### src/rtl/serial_to_parallel_rx_pkg.sv
// Shared definitions for the serial-to-parallel lane receiver.
// Holds the character width shared with the transmit-side serializer, the
// comma/idle character, the synchronisation defaults and the FSM encoding.
package serial_to_parallel_rx_pkg;

    // Character width shared with the parallel-to-serial transmit stage.
    localparam int CHAR_W = 8;

    // Alignment and idle character.
    localparam logic [CHAR_W-1:0] DEF_COMMA = 8'hBC;

    // Consecutive aligned commas needed before the link is declared active.
    localparam int DEF_SYNC_COUNT = 4;

    // Consecutive non-comma characters in ACTIVE that mean loss of sync.
    localparam int DEF_LOS_LIMIT = 16;

    // Receiver link state.
    typedef enum logic [1:0] {
        ST_HUNT   = 2'd0,
        ST_SYNC   = 2'd1,
        ST_ACTIVE = 2'd2
    } rx_state_e;

    // Width of a counter that must hold values 0..max_val.
    function automatic int cnt_width(input int max_val);
        return (max_val < 2) ? 1 : $clog2(max_val + 1);
    endfunction

endpackage

### src/rtl/serial_to_parallel_rx_bit_aligner.sv
// Bit-level front end of the lane receiver: shifts serial bits into a
// character-wide window, tracks the bit position inside the current
// character and flags the byte boundary and a comma in the window.
// The bit counter is held at zero while the controller is hunting, so the
// first bit after a detected comma is bit 0 of the next character.
module serial_to_parallel_rx_bit_aligner
    import serial_to_parallel_rx_pkg::*;
#(
    parameter int                   DATA_SIZE = CHAR_W,
    parameter logic [DATA_SIZE-1:0] COMMA     = DEF_COMMA
) (
    input  logic                 clk_i,
    input  logic                 rst_i,
    input  logic                 ser_i,
    input  logic                 cnt_clr_i,
    output logic [DATA_SIZE-1:0] sr_next_o,
    output logic                 boundary_o,
    output logic                 comma_o
);

    localparam int             CNT_W    = $clog2(DATA_SIZE);
    localparam logic [CNT_W-1:0] LAST_BIT = CNT_W'(DATA_SIZE - 1);
    localparam logic [CNT_W-1:0] CNT_ONE  = CNT_W'(1);

    logic [DATA_SIZE-1:0] sr_q;
    logic [DATA_SIZE-1:0] sr_d;
    logic [CNT_W-1:0]     bit_cnt_q;
    logic [CNT_W-1:0]     bit_cnt_d;

    // Window including the bit being sampled at this edge (MSB first).
    always_comb begin
        sr_d = {sr_q[DATA_SIZE-2:0], ser_i};
    end

    // Bit position: cleared while hunting, otherwise wraps every character.
    always_comb begin
        bit_cnt_d = bit_cnt_q;
        if (cnt_clr_i) begin
            bit_cnt_d = '0;
        end else if (bit_cnt_q == LAST_BIT) begin
            bit_cnt_d = '0;
        end else begin
            bit_cnt_d = bit_cnt_q + CNT_ONE;
        end
    end

    // Shift register and bit counter state.
    always_ff @(posedge clk_i or posedge rst_i) begin
        if (rst_i) begin
            sr_q      <= '0;
            bit_cnt_q <= '0;
        end else begin
            sr_q      <= sr_d;
            bit_cnt_q <= bit_cnt_d;
        end
    end

    assign sr_next_o  = sr_d;
    assign boundary_o = (bit_cnt_q == LAST_BIT);
    assign comma_o    = (sr_d == COMMA);

endmodule

### src/rtl/serial_to_parallel_rx.sv
// Serial-to-parallel lane receiver.
// Hunts for the comma character with a sliding compare, confirms alignment
// over SYNC_COUNT consecutive aligned commas, then delivers every non-comma
// character as a parallel word with a one-cycle valid strobe. Commas in
// ACTIVE are idle fill.
// Optional feature: define SER_RX_LOS_EN to drop back to HUNT (with an Error
// pulse) after LOS_LIMIT consecutive non-comma characters; without it the
// ACTIVE state is left only by reset.
module serial_to_parallel_rx
    import serial_to_parallel_rx_pkg::*;
#(
    parameter int                   DATA_SIZE  = CHAR_W,
    parameter logic [DATA_SIZE-1:0] COMMA      = DEF_COMMA,
    parameter int                   SYNC_COUNT = DEF_SYNC_COUNT,
    parameter int                   LOS_LIMIT  = DEF_LOS_LIMIT
) (
    input  logic                 clk,
    input  logic                 reset,
    input  logic                 in,
    output logic [DATA_SIZE-1:0] out,
    output logic                 valid_out,
    output logic                 active,
    output logic                 Error
);

    if ((SYNC_COUNT < 2) || (LOS_LIMIT < 1)) begin : g_bad_cfg
        $error("serial_to_parallel_rx: SYNC_COUNT must be >= 2 and LOS_LIMIT >= 1");
    end

    localparam int              CC_W      = cnt_width(SYNC_COUNT);
    localparam logic [CC_W-1:0] CC_ONE    = CC_W'(1);
    localparam logic [CC_W-1:0] CC_LAST   = CC_W'(SYNC_COUNT - 1);

    rx_state_e            state_q;
    logic [CC_W-1:0]      comma_cnt_q;
    logic [DATA_SIZE-1:0] out_q;
    logic                 valid_q;
    logic                 active_q;
    logic                 error_q;

    logic [DATA_SIZE-1:0] sr_next_s;
    logic                 boundary_s;
    logic                 comma_s;
    logic                 hunting_s;

`ifdef SER_RX_LOS_EN
    localparam int              LOS_W    = cnt_width(LOS_LIMIT);
    localparam logic [LOS_W-1:0] LOS_ONE  = LOS_W'(1);
    localparam logic [LOS_W-1:0] LOS_LAST = LOS_W'(LOS_LIMIT - 1);
    logic [LOS_W-1:0]     los_cnt_q;
`endif

    assign hunting_s = (state_q == ST_HUNT);

    serial_to_parallel_rx_bit_aligner #(
        .DATA_SIZE (DATA_SIZE),
        .COMMA     (COMMA)
    ) u_rx_bit_aligner (
        .clk_i      (clk),
        .rst_i      (reset),
        .ser_i      (in),
        .cnt_clr_i  (hunting_s),
        .sr_next_o  (sr_next_s),
        .boundary_o (boundary_s),
        .comma_o    (comma_s)
    );

    // Link FSM with comma/LOS counters and registered outputs.
    always_ff @(posedge clk or posedge reset) begin
        if (reset) begin
            state_q     <= ST_HUNT;
            comma_cnt_q <= '0;
            out_q       <= '0;
            valid_q     <= 1'b0;
            active_q    <= 1'b0;
            error_q     <= 1'b0;
`ifdef SER_RX_LOS_EN
            los_cnt_q   <= '0;
`endif
        end else begin
            valid_q <= 1'b0;
            error_q <= 1'b0;
            case (state_q)
                ST_HUNT: begin
                    active_q <= 1'b0;
                    if (comma_s) begin
                        comma_cnt_q <= CC_ONE;
                        state_q     <= ST_SYNC;
                    end else begin
                        comma_cnt_q <= '0;
                    end
                end
                ST_SYNC: begin
                    if (boundary_s) begin
                        if (comma_s) begin
                            comma_cnt_q <= comma_cnt_q + CC_ONE;
                            if (comma_cnt_q == CC_LAST) begin
                                state_q  <= ST_ACTIVE;
                                active_q <= 1'b1;
`ifdef SER_RX_LOS_EN
                                los_cnt_q <= '0;
`endif
                            end
                        end else begin
                            state_q     <= ST_HUNT;
                            comma_cnt_q <= '0;
                            error_q     <= 1'b1;
                        end
                    end
                end
                ST_ACTIVE: begin
                    if (boundary_s) begin
                        if (comma_s) begin
`ifdef SER_RX_LOS_EN
                            los_cnt_q <= '0;
`endif
                        end else begin
                            out_q   <= sr_next_s;
                            valid_q <= 1'b1;
`ifdef SER_RX_LOS_EN
                            if (los_cnt_q == LOS_LAST) begin
                                los_cnt_q   <= '0;
                                state_q     <= ST_HUNT;
                                comma_cnt_q <= '0;
                                active_q    <= 1'b0;
                                error_q     <= 1'b1;
                            end else begin
                                los_cnt_q <= los_cnt_q + LOS_ONE;
                            end
`endif
                        end
                    end
                end
                default: begin
                    state_q     <= ST_HUNT;
                    comma_cnt_q <= '0;
                    active_q    <= 1'b0;
                end
            endcase
        end
    end

    assign out       = out_q;
    assign valid_out = valid_q;
    assign active    = active_q;
    assign Error     = error_q;

endmodule

### config.mk
export PLATFORM = sky130hd
export DESIGN_NAME = serial_to_parallel_rx
export DESIGN_NICKNAME = d
export VERILOG_FILES = /design/src/rtl/serial_to_parallel_rx_pkg.sv /design/src/rtl/serial_to_parallel_rx_bit_aligner.sv /design/src/rtl/serial_to_parallel_rx.sv
export SDC_FILE = /design/constraint.sdc
export NUM_CORES = 1
export LEC_CHECK = 0
export CAP_MARGIN = 20
export CORE_ASPECT_RATIO = 1.25
export CORE_UTILIZATION = 55
export CTS_BUF_LIST = sky130_fd_sc_hd__clkbuf_8
export DETAILED_ROUTE_END_ITERATION = 8
export HOLD_SLACK_MARGIN = 0.02
export PLACE_DENSITY = 0.8
export SLEW_MARGIN = 10
export SYNTH_ARGS = -nofsm -noshare
export SYNTH_HDL_FRONTEND = slang
export SYNTH_SLANG_ARGS = --single-unit
### constraint.sdc
create_clock -name clk -period 2 [get_ports clk]
set_input_delay 0.3 -clock clk [delete_from_list [all_inputs] [get_ports clk]]
set_output_delay 0.3 -clock clk [all_outputs]
set_load 0.05 [all_outputs]
==> impl_metrics.tcl <==
set metrics [dict create \
    run_status "finished clean" \
    crit_buf_inv 1 \
    grt_use_total_pct 17.91 \
    synthCells 73 \
    areaGrowthSynthToFinish_pct 21.73 \
    hold_buffers 0 \
    cts_buffer_depth 2 \
    period_share_pct 86.65 \
    remaining_drc_errors 0 \
    ys_warn_count 0 \
    fin_skew_ns 0.001666 \
    grt_pass1_vias 627 \
    clock_power_share_pct 30.6 \
    synth_fp_nets 80 \
    rows 17 \
    yosysUniqueCellTypes 21 \
    io_buffers 13 \
    worstPathRequired_ns 1.70 \
    min_path_type "input pin to async pin" \
    crit_path_max_incr_delay_ns 0.81 \
    hpwl_um 1141 \
    gp_congestion 0.8168 \
    die_h_um 50.00 \
    rsz0062_at_grt "false" \
    via_per_inst 5.550 \
    ys_seq_area_share_pct 64.20 \
    cp_num_cells 1 \
    fin_setup_tns_ns 0 \
    drtAntennaViolNets 0 \
    postCtsSetupRepairBufs 0 \
    p_seq_share_pct 61.0 \
    start_util_pct 58.11 \
    cp.arrival_ns 1.43 \
    layout_min_cycle_time_ns 1.733 \
    setup_violations 0 \
    grt.overflow.total 0 \
    tightestPinTransition_ns 0.5080 \
    wl_per_cell_um 14.15 \
    dieWidth_um 40.40 \
    switching_share_pct 22.17 \
    maxCapViolations 0 \
    ys_ff_latch 26 \
    critPathLaunchType "flop" \
    htree_levels 1 \
    grt_max_degree 27 \
    die_area_um2 2020 \
    drt_wl_total_um 1571 \
    power_leakage_nw 0.5215 \
    path_class "flop to output port" \
    syn_area_um2 1013 \
    ioPinCount 14 \
    antenna_found_initial 0 \
    cts-root-buf "clkbuf_8" \
    cts_resized 0 \
    drt-initial-drc-count 5 \
    dr.pass1.iters 4 \
    cpLargestDelayFamily "buffers and inverters" \
    cp-end-kind "output port" \
    p_int_w 0.0007021 \
    r2r_cells 4 \
    numCtsBuffers 3 \
    finalNetCount 101 \
    worstPathCellList "clkdlybuf4s50_1" \
    layout-drive-gt1-share_pct 19.57 \
    crit_path_max_fanout 2 \
    cts_tree "built" \
    layout_commonest_cell "dfrtp_1" \
    hold_viol_final 0 \
    cp_slowest_cell "clkdlybuf4s50_1" \
    relSlewSlack_pct 66.02 \
    drv_slew 0 \
    p_comb_share_pct 8.4 \
    antenna_cells 0 \
    fp.coreArea_um2 1744 \
    grt_pass1_wl_um 2511 \
    powerDensity_nw_per_um2 731.2 \
    max_freq_mhz 577.0 \
    power_switching_w 0.0001999 \
    total_power_w 0.0009020 \
    irDropWorstVdd_mv 0.5396 \
    clock_sinks 26 \
    syn_avg_cell_area_um2 13.88 \
    path_clk_slew_ns 0.08 \
    final_cell_mix "dfrtp_1, clkdlybuf4s50_1, mux2_2" \
    via_count 616 \
    clock_latency_ns 0.26 \
]
stage by stage:
step	worst slack, ns	instances	area [um2]	util (%)	hold WS, ns
floorplan	0.4005	73	1013	-	0.3314
global placement	0.08086	108	1192	68.36	0.3773
detailed placement	0.04071	108	1192	68.36	0.3808
CTS	0.2587	111	1234	70.73	0.3998
global route	0.2342	111	1234	70.73	0.4174
finish	0.2669	111	1234	70.73	0.3979
power groups by stage:
| stage | sequential, W | combinational, W | clock [W] |
|---|---|---|---|
| finish | 0.000550 | 0.0000756 | 0.000276 |
| detailed placement | 0.000560 | 0.0000769 | 0 |
| floorplan | 0.000588 | 0.0000187 | 0 |
| CTS | 0.000550 | 0.0000769 | 0.000284 |
| global route | 0.000552 | 0.0000805 | 0.000295 |
| global placement | 0.000560 | 0.0000758 | 0 |
cell usage after synthesis:
master	instances	area share (%)
a211oi_4	1	2.0
a21oi_1	1	0.49
a32oi_1	1	0.86
and3_1	1	0.62
and4b_2	1	1.1
and4bb_2	1	1.2
buf_2	1	0.49
dfrtp_1	26	64
ha_1	4	4.9
inv_1	4	1.5
mux2_2	8	8.9
nand2_1	2	0.74
nand2b_1	2	1.2
nand3_1	1	0.49
nand4_1	1	0.62
nor2_1	2	0.74
nor2b_1	3	1.9
nor3_1	1	0.49
nor3b_1	2	1.5
o21ai_0	7	3.5
o41ai_1	3	2.6
routing by layer:
metal,up-vias,part of all wire [%],global-route usage (%)
met5,-,0,0
met4,0,1.7,8.333
met3,4,2.7,4.054
met2,10,48,27.51
met1,304,47,23.13
li1,298,-,-
path summary, 6_finish.rpt:
kind	from	end	slack, ns
worst max register to register	state_q[0]	out[4]	0.39
min in group clk	u_rx_bit_aligner.sr_q[5]	u_rx_bit_aligner.sr_q[6]	0.40
max in group asynchronous	reset	u_rx_bit_aligner.sr_q[1]	1.37
worst max-delay path	out[0]	out[0]	0.27
worst min-delay path	reset	u_rx_bit_aligner.bit_cnt_q[1]	0.40
worst min register to register	u_rx_bit_aligner.sr_q[5]	u_rx_bit_aligner.sr_q[6]	0.40
layout make-up:
| cell class | count | area [um2] |
|---|---|---|
| Sequential cell | 26 | 650.6 |
| Fill cell | 123 | 510.5 |
| Multi-Input combinational cell | 42 | 342.8 |
| Timing Repair Buffer | 17 | 160.2 |
| Clock buffer | 3 | 41.29 |
| Tap cell | 19 | 23.77 |
| Inverter | 4 | 15.01 |
registers in the layout, indices dropped and copies added (netlist names):
signal                      count
Error                           1
active                          1
comma_cnt_q                     3
out                             8
state_q                         2
u_rx_bit_aligner.bit_cnt_q      3
u_rx_bit_aligner.sr_q           7
valid_out                       1
cell families after synthesis:
logic type      count (synthesis)  share of synthesized area, %
flops                          26                         64.20
simple gates                   17                         10.62
fa+ha+maj                       4                         4.938
buf+inv                         5                         1.974
mux                             8                         8.889
compound gates                 13                         9.383
(Power assumes the default switching activity.)
